File: src/rtl/axil_pkg.sv
// Shared AXI4-Lite definitions for the register slave: response codes,
// FSM state types and register-bank geometry.
package axil_pkg;

  localparam int unsigned AXIL_NUM_REGS = 16;
  localparam int unsigned AXIL_IDX_W    = 4;

  typedef logic [1:0] axil_resp_t;

  localparam axil_resp_t RESP_OKAY   = 2'b00;
  localparam axil_resp_t RESP_EXOKAY = 2'b01;
  localparam axil_resp_t RESP_SLVERR = 2'b10;
  localparam axil_resp_t RESP_DECERR = 2'b11;

  typedef enum logic [1:0] {
    WR_IDLE = 2'd0,
    WR_ADDR = 2'd1,
    WR_DATA = 2'd2,
    WR_RESP = 2'd3
  } wr_state_e;

  typedef enum logic {
    RD_IDLE = 1'b0,
    RD_DATA = 1'b1
  } rd_state_e;

endpackage

File: src/rtl/axil_reg_slave_if.sv
// AXI4-Lite bundle (AW, W, B, AR, R channels) between master and slave.
// Modports: master drives valids/addr/data/readys of B,R; slave the rest.
interface axil_reg_slave_if #(
  parameter int unsigned WIDTH = 32
) ();

  logic               AWVALID;
  logic               AWREADY;
  logic [WIDTH-1:0]   AWADDR;
  logic               WVALID;
  logic               WREADY;
  logic [WIDTH-1:0]   WDATA;
  logic [WIDTH/8-1:0] WSTRB;
  logic               BVALID;
  logic               BREADY;
  logic [1:0]         BRESP;
  logic               ARVALID;
  logic               ARREADY;
  logic [WIDTH-1:0]   ARADDR;
  logic               RVALID;
  logic               RREADY;
  logic [WIDTH-1:0]   RDATA;
  logic [1:0]         RRESP;

  modport master (
    output AWVALID, AWADDR, WVALID, WDATA, WSTRB, BREADY, ARVALID, ARADDR, RREADY,
    input  AWREADY, WREADY, BVALID, BRESP, ARREADY, RVALID, RDATA, RRESP
  );

  modport slave (
    input  AWVALID, AWADDR, WVALID, WDATA, WSTRB, BREADY, ARVALID, ARADDR, RREADY,
    output AWREADY, WREADY, BVALID, BRESP, ARREADY, RVALID, RDATA, RRESP
  );

endinterface

File: src/rtl/axil_reg_array.sv
// 16 x WIDTH register storage. Register 0 reads a constant ID; 1..15 are
// byte-strobed writable and clear on synchronous active-low reset.
// Ports: clk_i, rst_n_i, we_i/widx_i/wdata_i/wstrb_i (write port),
//        ridx_i/rdata_c_o (combinational read port).
module axil_reg_array
  import axil_pkg::*;
#(
  parameter int unsigned      WIDTH    = 32,
  parameter logic [WIDTH-1:0] ID_VALUE = 32'h4E45_0001
) (
  input  logic                  clk_i,
  input  logic                  rst_n_i,
  input  logic                  we_i,
  input  logic [AXIL_IDX_W-1:0] widx_i,
  input  logic [WIDTH-1:0]      wdata_i,
  input  logic [WIDTH/8-1:0]    wstrb_i,
  input  logic [AXIL_IDX_W-1:0] ridx_i,
  output logic [WIDTH-1:0]      rdata_c_o
);

  logic [WIDTH-1:0] regs_q [AXIL_NUM_REGS];

  // Byte-lane write; index 0 is read-only so its slot is never written.
  always_ff @(posedge clk_i) begin
    if (!rst_n_i) begin
      for (int i = 0; i < int'(AXIL_NUM_REGS); i++) begin
        regs_q[i] <= '0;
      end
    end else if (we_i && (widx_i != '0)) begin
      for (int b = 0; b < int'(WIDTH / 8); b++) begin
        if (wstrb_i[b]) begin
          regs_q[widx_i][8*b +: 8] <= wdata_i[8*b +: 8];
        end
      end
    end
  end

  assign rdata_c_o = (ridx_i == '0) ? ID_VALUE : regs_q[ridx_i];

endmodule

File: src/rtl/axil_reg_slave.sv
// AXI4-Lite slave terminating AW/W/B/AR/R into a 16-register bank.
// Ports: ACLK, ARESETn (sync, active-low), s_axil (axil_reg_slave_if.slave).
// Option: define AXIL_SLV_ERR_EN to answer SLVERR for addresses outside the
// 64-byte window at BASE_ADDR; otherwise the bank aliases and always OKAYs.
module axil_reg_slave
  import axil_pkg::*;
#(
  parameter int unsigned      WIDTH     = 32,
  parameter logic [WIDTH-1:0] BASE_ADDR = 32'h0000_1000,
  parameter logic [WIDTH-1:0] ID_VALUE  = 32'h4E45_0001
) (
  input  logic            ACLK,
  input  logic            ARESETn,
  axil_reg_slave_if.slave s_axil
);

  localparam int unsigned STRB_W = WIDTH / 8;

  wr_state_e         wr_state_q, wr_state_d;
  rd_state_e         rd_state_q, rd_state_d;
  logic              awready_q, awready_d;
  logic              wready_q, wready_d;
  logic              bvalid_q, bvalid_d;
  axil_resp_t        bresp_q, bresp_d;
  logic              arready_q, arready_d;
  logic              rvalid_q, rvalid_d;
  axil_resp_t        rresp_q, rresp_d;
  logic [WIDTH-1:0]  rdata_q, rdata_d;
  logic [WIDTH-1:0]  awaddr_q, awaddr_d;
  logic [WIDTH-1:0]  wdata_q, wdata_d;
  logic [STRB_W-1:0] wstrb_q, wstrb_d;

  logic              aw_hs_c, w_hs_c, ar_hs_c;
  logic [WIDTH-1:0]  wr_addr_c, wr_data_c, arr_rdata_c;
  logic [STRB_W-1:0] wr_strb_c;
  logic              wr_err_c, rd_err_c, we_c;
  logic              unused_lsb;

  assign aw_hs_c = s_axil.AWVALID & awready_q;
  assign w_hs_c  = s_axil.WVALID  & wready_q;
  assign ar_hs_c = s_axil.ARVALID & arready_q;

  // Commit uses whichever half arrives this cycle, else the held copy.
  assign wr_addr_c = aw_hs_c ? s_axil.AWADDR : awaddr_q;
  assign wr_data_c = w_hs_c  ? s_axil.WDATA  : wdata_q;
  assign wr_strb_c = w_hs_c  ? s_axil.WSTRB  : wstrb_q;

  assign unused_lsb = ^{wr_addr_c[1:0], s_axil.ARADDR[1:0]};

`ifdef AXIL_SLV_ERR_EN
  assign wr_err_c = (wr_addr_c[WIDTH-1:6] != BASE_ADDR[WIDTH-1:6]);
  assign rd_err_c = (s_axil.ARADDR[WIDTH-1:6] != BASE_ADDR[WIDTH-1:6]);
`else
  logic unused_msb;
  assign unused_msb = ^{wr_addr_c[WIDTH-1:6], s_axil.ARADDR[WIDTH-1:6], BASE_ADDR[WIDTH-1:6]};
  assign wr_err_c   = 1'b0;
  assign rd_err_c   = 1'b0;
`endif

  // Register update on the edge that enters WR_RESP.
  assign we_c = (wr_state_d == WR_RESP) && (wr_state_q != WR_RESP) && !wr_err_c;

  axil_reg_array #(
    .WIDTH    (WIDTH),
    .ID_VALUE (ID_VALUE)
  ) u_regs (
    .clk_i     (ACLK),
    .rst_n_i   (ARESETn),
    .we_i      (we_c),
    .widx_i    (wr_addr_c[5:2]),
    .wdata_i   (wr_data_c),
    .wstrb_i   (wr_strb_c),
    .ridx_i    (s_axil.ARADDR[5:2]),
    .rdata_c_o (arr_rdata_c)
  );

  // Write channel next-state and registered outputs.
  always_comb begin
    wr_state_d = wr_state_q;
    awaddr_d   = awaddr_q;
    wdata_d    = wdata_q;
    wstrb_d    = wstrb_q;
    bresp_d    = bresp_q;
    case (wr_state_q)
      WR_IDLE: begin
        if (aw_hs_c && w_hs_c) wr_state_d = WR_RESP;
        else if (aw_hs_c)      wr_state_d = WR_ADDR;
        else if (w_hs_c)       wr_state_d = WR_DATA;
      end
      WR_ADDR: if (w_hs_c)                     wr_state_d = WR_RESP;
      WR_DATA: if (aw_hs_c)                    wr_state_d = WR_RESP;
      WR_RESP: if (bvalid_q && s_axil.BREADY)  wr_state_d = WR_IDLE;
      default: wr_state_d = WR_IDLE;
    endcase
    if (aw_hs_c) awaddr_d = s_axil.AWADDR;
    if (w_hs_c) begin
      wdata_d = s_axil.WDATA;
      wstrb_d = s_axil.WSTRB;
    end
    if ((wr_state_d == WR_RESP) && (wr_state_q != WR_RESP)) begin
      bresp_d = wr_err_c ? RESP_SLVERR : RESP_OKAY;
    end
    awready_d = (wr_state_d == WR_IDLE) || (wr_state_d == WR_DATA);
    wready_d  = (wr_state_d == WR_IDLE) || (wr_state_d == WR_ADDR);
    bvalid_d  = (wr_state_d == WR_RESP);
  end

  // Read channel next-state; data is captured at the AR handshake.
  always_comb begin
    rd_state_d = rd_state_q;
    rdata_d    = rdata_q;
    rresp_d    = rresp_q;
    case (rd_state_q)
      RD_IDLE: begin
        if (ar_hs_c) begin
          rd_state_d = RD_DATA;
          rdata_d    = rd_err_c ? '0 : arr_rdata_c;
          rresp_d    = rd_err_c ? RESP_SLVERR : RESP_OKAY;
        end
      end
      RD_DATA: if (rvalid_q && s_axil.RREADY) rd_state_d = RD_IDLE;
      default: rd_state_d = RD_IDLE;
    endcase
    arready_d = (rd_state_d == RD_IDLE);
    rvalid_d  = (rd_state_d == RD_DATA);
  end

  always_ff @(posedge ACLK) begin
    if (!ARESETn) begin
      wr_state_q <= WR_IDLE;
      rd_state_q <= RD_IDLE;
      awready_q  <= 1'b0;
      wready_q   <= 1'b0;
      bvalid_q   <= 1'b0;
      bresp_q    <= RESP_OKAY;
      arready_q  <= 1'b0;
      rvalid_q   <= 1'b0;
      rresp_q    <= RESP_OKAY;
      rdata_q    <= '0;
      awaddr_q   <= '0;
      wdata_q    <= '0;
      wstrb_q    <= '0;
    end else begin
      wr_state_q <= wr_state_d;
      rd_state_q <= rd_state_d;
      awready_q  <= awready_d;
      wready_q   <= wready_d;
      bvalid_q   <= bvalid_d;
      bresp_q    <= bresp_d;
      arready_q  <= arready_d;
      rvalid_q   <= rvalid_d;
      rresp_q    <= rresp_d;
      rdata_q    <= rdata_d;
      awaddr_q   <= awaddr_d;
      wdata_q    <= wdata_d;
      wstrb_q    <= wstrb_d;
    end
  end

  assign s_axil.AWREADY = awready_q;
  assign s_axil.WREADY  = wready_q;
  assign s_axil.BVALID  = bvalid_q;
  assign s_axil.BRESP   = bresp_q;
  assign s_axil.ARREADY = arready_q;
  assign s_axil.RVALID  = rvalid_q;
  assign s_axil.RDATA   = rdata_q;
  assign s_axil.RRESP   = rresp_q;

endmodule

File: src/flat_wrapper.sv
// flat-port wrapper written by rule: the top's interface ports become plain ports
module axil_reg_slave_flat import axil_pkg::*;
#(
  parameter int unsigned      WIDTH     = 32,
  parameter logic [WIDTH-1:0] BASE_ADDR = 32'h0000_1000,
  parameter logic [WIDTH-1:0] ID_VALUE  = 32'h4E45_0001
)
  (ACLK, ARESETn, s_axil_AWVALID, s_axil_AWADDR, s_axil_WVALID, s_axil_WDATA, s_axil_WSTRB, s_axil_BREADY, s_axil_ARVALID, s_axil_ARADDR, s_axil_RREADY, s_axil_AWREADY, s_axil_WREADY, s_axil_BVALID, s_axil_BRESP, s_axil_ARREADY, s_axil_RVALID, s_axil_RDATA, s_axil_RRESP);
  axil_reg_slave_if #(.WIDTH(WIDTH)) s_axil_i ();
  input  logic ACLK;
  input  logic ARESETn;
  input wire logic [$bits(s_axil_i.AWVALID)-1:0] s_axil_AWVALID;
  input wire logic [$bits(s_axil_i.AWADDR)-1:0] s_axil_AWADDR;
  input wire logic [$bits(s_axil_i.WVALID)-1:0] s_axil_WVALID;
  input wire logic [$bits(s_axil_i.WDATA)-1:0] s_axil_WDATA;
  input wire logic [$bits(s_axil_i.WSTRB)-1:0] s_axil_WSTRB;
  input wire logic [$bits(s_axil_i.BREADY)-1:0] s_axil_BREADY;
  input wire logic [$bits(s_axil_i.ARVALID)-1:0] s_axil_ARVALID;
  input wire logic [$bits(s_axil_i.ARADDR)-1:0] s_axil_ARADDR;
  input wire logic [$bits(s_axil_i.RREADY)-1:0] s_axil_RREADY;
  output wire logic [$bits(s_axil_i.AWREADY)-1:0] s_axil_AWREADY;
  output wire logic [$bits(s_axil_i.WREADY)-1:0] s_axil_WREADY;
  output wire logic [$bits(s_axil_i.BVALID)-1:0] s_axil_BVALID;
  output wire logic [$bits(s_axil_i.BRESP)-1:0] s_axil_BRESP;
  output wire logic [$bits(s_axil_i.ARREADY)-1:0] s_axil_ARREADY;
  output wire logic [$bits(s_axil_i.RVALID)-1:0] s_axil_RVALID;
  output wire logic [$bits(s_axil_i.RDATA)-1:0] s_axil_RDATA;
  output wire logic [$bits(s_axil_i.RRESP)-1:0] s_axil_RRESP;
  assign s_axil_i.AWVALID = s_axil_AWVALID;
  assign s_axil_i.AWADDR = s_axil_AWADDR;
  assign s_axil_i.WVALID = s_axil_WVALID;
  assign s_axil_i.WDATA = s_axil_WDATA;
  assign s_axil_i.WSTRB = s_axil_WSTRB;
  assign s_axil_i.BREADY = s_axil_BREADY;
  assign s_axil_i.ARVALID = s_axil_ARVALID;
  assign s_axil_i.ARADDR = s_axil_ARADDR;
  assign s_axil_i.RREADY = s_axil_RREADY;
  assign s_axil_AWREADY = s_axil_i.AWREADY;
  assign s_axil_WREADY = s_axil_i.WREADY;
  assign s_axil_BVALID = s_axil_i.BVALID;
  assign s_axil_BRESP = s_axil_i.BRESP;
  assign s_axil_ARREADY = s_axil_i.ARREADY;
  assign s_axil_RVALID = s_axil_i.RVALID;
  assign s_axil_RDATA = s_axil_i.RDATA;
  assign s_axil_RRESP = s_axil_i.RRESP;
  axil_reg_slave #(.WIDTH(WIDTH), .BASE_ADDR(BASE_ADDR), .ID_VALUE(ID_VALUE)) u_core (.ACLK(ACLK), .ARESETn(ARESETn), .s_axil(s_axil_i));
endmodule
File: config.mk
export PLATFORM = sky130hd
export DESIGN_NAME = axil_reg_slave_flat
export DESIGN_NICKNAME = d
export VERILOG_FILES = /design/src/rtl/axil_pkg.sv /design/src/rtl/axil_reg_slave_if.sv /design/src/rtl/axil_reg_array.sv /design/src/rtl/axil_reg_slave.sv /design/src/flat_wrapper.sv
export SDC_FILE = /design/constraint.sdc
export NUM_CORES = 1
export LEC_CHECK = 0
export ABC_AREA = 0
export BUFFER_PORTS_ARGS = -buffer_cell sky130_fd_sc_hd__buf_2
export CAP_MARGIN = 0
export CORE_MARGIN = 4
export CORE_UTILIZATION = 36
export DETAILED_ROUTE_END_ITERATION = 8
export PLACE_DENSITY_LB_ADDON = 0.15
export SETUP_SLACK_MARGIN = 0.1
export SLEW_MARGIN = 20
export SYNTH_ARGS = -nofsm -noshare
export SYNTH_HDL_FRONTEND = slang
export SYNTH_SLANG_ARGS = --single-unit
export TNS_END_PERCENT = 20
File: constraint.sdc
create_clock -name ACLK -period 3.2 [get_ports ACLK]
set_input_delay 0.64 -clock ACLK [delete_from_list [all_inputs] [get_ports ACLK]]
set_output_delay 0.64 -clock ACLK [all_outputs]
set_load 0.02 [all_outputs]
==> flow_summary.toml, run 1 <==
[status]
status = "finished, final reports clean"

[sta]
fin_crit_ns = 2.86
fin_skew_ns = 0.0240
setup_violations = 0
fin_crit_sh_pct = 89.4
fmax_mhz = 350
relSlewSlack_pct = 27.9
worst_pin_slew_ns = 1.08
hold_slack_ns = 0.315
rsz0062_at_grt = "false"
final-max-slew-violation-count = 0
hold_viol_final = 0
setup_tns_ns = 0

[run]
drv_cap = 0

[power_and_ir_drop]
power.density_nw_per_um2 = 602
total_power_w = 0.0182
p_int_w = 0.0140
p_leak_nw = 11.0
p_clk_share_pct = 43.8
max-vdd-ir-drop_mv = 0.334
sw_frac_of_total_pct = 23.0
seq_power_share_pct = 48.1
comb_power_share_pct = 8.1
power_switching_w = 0.00418

[logic_synthesis]
synth_simple_gate_area_share_pct = 14.5
synthAdderAreaFrac_pct = 0
netlist_area_sq_um = 26100
yosysSeqAreaShare_pct = 64.9
synth_xor_area_share_pct = 0
syn_avg_cell_area_sq_um = 15.2
synth_mux_area_share_pct = 14.5
async_reset_ff_share_pct = 0
ys_ff_latch = 590
synthFlopType = "edfxtp_1"
synth_cell_types = 52
synth_cells = 1716
synth-compound-area-share_pct = 3.11
synth_top_family_by_area = "multiplexers"
synth-edff-count = 511
ys_warn_count = 0

[global_routing]
grt_usage_pct = 17.4
grt_pass1_wl_um = 101000
antenna_found_initial = 5
grt_max_degree = 74
grt_overflow = 0
grt_pass1_vias = 15400

[detailed_routing]
viasPerCell = 5.14
route.detailed.drc = 0
avgRoutedWirePerCell_um = 23.2
vias = 14700
dr.pass1.iters = 5
drtIter0Drc = 1081
ant_nets = 0
totalWireLength_um = 66500

[clocking]
clk_pin_slew_ns = 0.06
insertion_delay_ns = 0.60
numCtsBuffers = 69
cts_tree = "built"
clock_path_buffers = 3
postCtsHoldBufs = 0
clock_sinks = 590
cts-resized-gates = 0
htreeDepth = 3
clockRootBuffer = "clkbuf_16"
post-cts-setup-buffers = 0

[min_path]
min_from = "s_axil_RREADY"
hp-class = "input pin to register"
hold_end = "u_core.rd_state_q"
hold_depth = 4

[critical_path]
ff2ff_path_depth = 6
start_kind = "register"
worstPathRequired_ns = 3.44
r2r_start = "u_core.s_axil.AWREADY"
reg2reg_to = "u_core.u_regs.regs_q[11][8]"
slowest_delay_ns = 0.73
cp-end-kind = "register"
slowest_stage = "dfxtp_1"
crit_type = "register to register"
critPathArrivalTime_ns = 3.10
ff2ff_setup_slack_ns = 0.34
cp_max_fo = 19
crit_chain = "a21oi_2 -> a211oi_4 -> buf_12 -> buf_4 -> nand4_4 -> nand2_1"

[floorplanning]
coreArea_sq_um = 71600
die_h_um = 277
die_w_um = 277
num_io_pins = 148
floorplan.rows = 98
start_util_pct = 36.4
fp.dieArea_sq_um = 76900

[cells_and_area]
mostFrequentLayoutCell = "nor2_1"
multi_input_area_sq_um = 8530
fin_nets = 1974
final_cells = 2870
fillers = 6551
ff_latch_area_sq_um = 16900
area_growth_pct = 15.6
drive_gt1_share_pct = 27.6
final_cell_mix = "nor2_1, edfxtp_1, mux4_2, buf_2, dfxtp_1"

[placement]
dp.cells = 2746
port_buffers = 87
gp_congestion = 0.772
dpl.hpwl_um = 43900
==> power groups by stage <==
stage | clock network (W) | registers [W] | logic (W)
4_1_cts | 0.00816 | 0.00874 | 0.00151
6_report | 0.00796 | 0.00874 | 0.00148
3_5_place_dp | 0 | 0.00890 | 0.00150
2_1_floorplan | 0 | 0.00887 | 0.000985
3_3_place_gp | 0 | 0.00889 | 0.00149
5_1_grt | 0.00845 | 0.00876 | 0.00159
==> flip-flops by register name, summed over array words and instances (netlist names) <==
| name | flops |
|---|---|
| u_core.awaddr_q | 4 |
| u_core.rd_state_q | 1 |
| u_core.s_axil.ARREADY | 1 |
| u_core.s_axil.AWREADY | 1 |
| u_core.s_axil.BVALID | 1 |
| u_core.s_axil.RDATA | 32 |
| u_core.s_axil.WREADY | 1 |
| u_core.u_regs.regs_q | 511 |
| u_core.wdata_q | 32 |
| u_core.wr_state_q | 2 |
| u_core.wstrb_q | 4 |
==> synth_stat cells, types with 2 or more instances <==
cell type / n / area (sq um)
buf_2: 61 / 305
a21oi_1: 5 / 25.0
buf_4: 10 / 75.1
and3_1: 2 / 12.5
a22oi_1: 10 / 75.1
inv_1: 3 / 11.3
a21oi_4: 4 / 65.1
a22oi_2: 14 / 175
nand2_1: 72 / 270
edfxtp_1: 511 / 15300
o21ai_4: 6 / 97.6
buf_6: 12 / 135
nand4_4: 60 / 1280
nand3_1: 5 / 25.0
nand4b_1: 4 / 35.0
dfxtp_1: 79 / 1580
o22ai_1: 7 / 43.8
a21bo_1: 4 / 40.0
buf_1: 4 / 15.0
mux2i_1: 58 / 581
o21ai_1: 24 / 120
o221ai_1: 7 / 61.3
buf_12: 3 / 60.1
nand2b_1: 5 / 31.3
nor2_1: 519 / 1950
nor2_2: 8 / 50.1
nand3b_1: 2 / 15.0
a211oi_2: 2 / 25.0
clkbuf_1: 27 / 101
mux2_2: 31 / 349
buf_8: 5 / 75.1
nor3_1: 5 / 25.0
mux4_2: 127 / 2860
nand4_1: 2 / 12.5
==> metrics by stage <==
| step | instance area [sq um] | util [%] | setup slack, ns |
|---|---|---|---|
| after CTS | 30200 | 42.1 | 0.311 |
| after global routing | 30200 | 42.1 | 0.199 |
| final | 30200 | 42.1 | 0.340 |
| after global placement | 27900 | 39.0 | 0.225 |
| after floorplan | 26200 | - | 0.802 |
| after detailed placement | 27900 | 39.0 | 0.180 |
==> metal layers <==
metal	global-route usage, %	vias up	part of all wire (%)	routed length (um)
met5	0	-	0.062	41
met4	3.95	6	2.0	1330
met3	3.58	96	5.7	3810
met2	29.1	376	50	33000
met1	23.5	7553	42	28200
li1	-	6717	-	-
==> how the worst max path moves through the flow <==
stage | startpoint | end | slack, ns | cells after the start
2_1_floorplan | s_axil_WVALID | u_core.u_regs.regs_q[4][0] | 0.80 | 6
3_3_place_gp | s_axil_AWVALID | u_core.u_regs.regs_q[11][14] | 0.23 | 7
3_5_place_dp | s_axil_AWVALID | u_core.u_regs.regs_q[11][14] | 0.18 | 7
4_1_cts | u_core.s_axil.AWREADY | u_core.u_regs.regs_q[11][13] | 0.31 | 6
5_1_grt | u_core.s_axil.AWREADY | u_core.u_regs.regs_q[11][8] | 0.20 | 6
6_report | u_core.s_axil.AWREADY | u_core.u_regs.regs_q[11][8] | 0.34 | 6
==> layout make-up <==
cell class                 count  area share [%]
inverter                       4          0.0498
clock inverter                30            1.05
antenna                        1         0.00829
tap                          950            3.94
clock buffer                  93            6.50
sequential                   590            56.1
timing repair buffer         168            4.08
multi-input combinational   1034            28.3
==> cells by family (layout without fill, tap and decap cells) <==
group                  after synthesis  in the layout
muxes                              216            216
other                                1             36
buffers and inverters              126            295
AOI/OAI and AO/OA                   90             90
and+or+nand+nor                    693            693
DFF                                590            590
==> worst max-delay path, delay by kind of cell (launching register included) <==
kind | cells | cell delay, ns
buffers and inverters | 2 | 0.60
DFF | 1 | 0.73
and+or+nand+nor | 2 | 0.62
AOI/OAI and AO/OA | 2 | 0.50
No activity file was read; power rests on OpenSTA's default activity.
==> run 2: changes to the inputs <==
PLACE_DENSITY_LB_ADDON = 0.25   (was 0.15)
==> flow_summary.toml, run 2 (synthesis results as in run 1) <==
[status]
status = "finished, final reports clean"

[global_routing]
groute.layer.met3.usage_pct = 3.27
use_met1_pct = 21.8
grt_pass1_wl_um = 97700
met2_usage_pct = 28.4
grt-busiest-layer = "met2"
antenna_found_initial = 6
grt_usage_pct = 16.7
grt_max_degree = 74
grt_pass1_vias = 15400
grt_overflow = 0

[sta]
fin_skew_ns = 0.0201
hold_slack_ns = 0.339
hold_viol_final = 0
final-max-slew-violation-count = 0
relSlewSlack_pct = 28.6
fin_crit_sh_pct = 83.6
setup_tns_ns = 0
worst_pin_slew_ns = 1.07
setup_violations = 0
fin_crit_ns = 2.68
fmax_mhz = 374
rsz0062_at_grt = "false"

[min_path]
hp-class = "input pin to register"
min_from = "s_axil_RREADY"

[clocking]
clock_path_buffers = 3
numCtsBuffers = 66
clk_pin_slew_ns = 0.05
postCtsHoldBufs = 0
cts-resized-gates = 0
htreeDepth = 3
clock_sinks = 590
insertion_delay_ns = 0.60
post-cts-setup-buffers = 0
clockRootBuffer = "clkbuf_16"
cts_tree = "built"

[power_and_ir_drop]
p_leak_nw = 10.9
max-vdd-ir-drop_mv = 0.353
power.density_nw_per_um2 = 585
total_power_w = 0.0174

[critical_path]
crit_type = "register to register"
cp-end-kind = "register"
ff2ff_setup_slack_ns = 0.52
crit_chain = "a21oi_2 -> a211oi_4 -> buf_12 -> nand4_4 -> nand2_1"
r2r_start = "u_core.s_axil.AWREADY"
slowest_stage = "dfxtp_1"
worstPathRequired_ns = 3.42
start_kind = "register"
path_buf_inv = 1
critPathArrivalTime_ns = 2.89
critPathLaunch = "u_core.s_axil.AWREADY"
slowest_delay_ns = 0.63
cp_max_fo = 30
cp_top_family = "simple AND/OR/NAND/NOR gates"

[placement]
port_buffers = 87
dpl-instance-area_sq_um = 27800
dp.cells = 2738
dpl.hpwl_um = 42700
gp_congestion = 0.749

[detailed_routing]
totalWireLength_um = 64300
dr.pass1.iters = 5
ant_nets = 0
avgRoutedWirePerCell_um = 22.5
route.detailed.drc = 0
viasPerCell = 5.12
vias = 14600
drtIter0Drc = 1056

[floorplanning]
floorplan.rows = 98
fp.dieArea_sq_um = 76900
die_w_um = 277
coreArea_sq_um = 71600
die_h_um = 277
start_util_pct = 36.4
num_io_pins = 148

[run]
drv_cap = 0

[cells_and_area]
drive_gt1_share_pct = 26.5
mostFrequentLayoutCell = "nor2_1"
largest_reg_flops = 511
final_area_sq_um = 29800
final_cells = 2860
area_growth_pct = 14.4
fin_nets = 1963
ff_latch_area_sq_um = 16900
multi_input_area_sq_um = 8530
regMostFlops = "u_core.u_regs.regs_q"
final_cell_mix = "nor2_1, edfxtp_1, mux4_2, buf_2, dfxtp_1"
fillers = 6620
[run 2: cell types whose count changed in the layout (fill, tap and decap cells not counted), moves of 2 or more]
cell | previous run | this run
buf_12 | 14 | 10
buf_4 | 69 | 65
bufinv_16 | 7 | 3
clkbuf_1 | 14 | 28
clkbuf_16 | 73 | 71
clkbuf_8 | 6 | 0
clkinv_1 | 9 | 6
clkinv_2 | 13 | 9
diode_2 | 1 | 4
[run 2: where the power goes]
part / switching [W] / internal (W)
Sequential: 0.000104 / 0.00863
Combinational: 0.000948 / 0.000502
Clock: 0.00296 / 0.00430
Total: 0.00401 / 0.0134
[run 2: layout make-up]
cell class                 count  area share [%]
clock inverter                19           0.558
multi-input combinational   1034            28.6
antenna                        4          0.0335
clock buffer                  99            6.31
timing repair buffer         160            3.75
tap                          950            3.98
inverter                       4          0.0503
sequential                   590            56.7
[run 2: path summary, 6_finish.rpt]
kind	endpoint	depth (start not counted)
worst max register to register	u_core.u_regs.regs_q[6][20]	5
worst min register to register	u_core.s_axil.RDATA[13]	2
worst max-delay path	u_core.u_regs.regs_q[6][20]	5
worst min-delay path	u_core.s_axil.ARREADY	3
[run 2: per-layer routing]
metal,routed length [um],share of wire [%]
met1,27300,42
met2,32200,50
met3,3350,5.2
met4,1380,2.1
met5,13,0.020
[run 2: metrics by stage]
stage / utilization [%] / setup slack, ns
2_1_floorplan: - / 0.802
3_3_place_gp: 38.8 / 0.350
3_5_place_dp: 38.8 / 0.309
4_1_cts: 41.7 / 0.500
5_1_grt: 41.7 / 0.363
6_report: 41.7 / 0.524
[run 2: worst register-to-register path, delay by kind of cell, from the launching register on]
kind / cells / cell delay [ns]
and+or+nand+nor: 2 / 0.76
buffers and inverters: 1 / 0.36
DFF: 1 / 0.63
AOI/OAI and AO/OA: 2 / 0.57
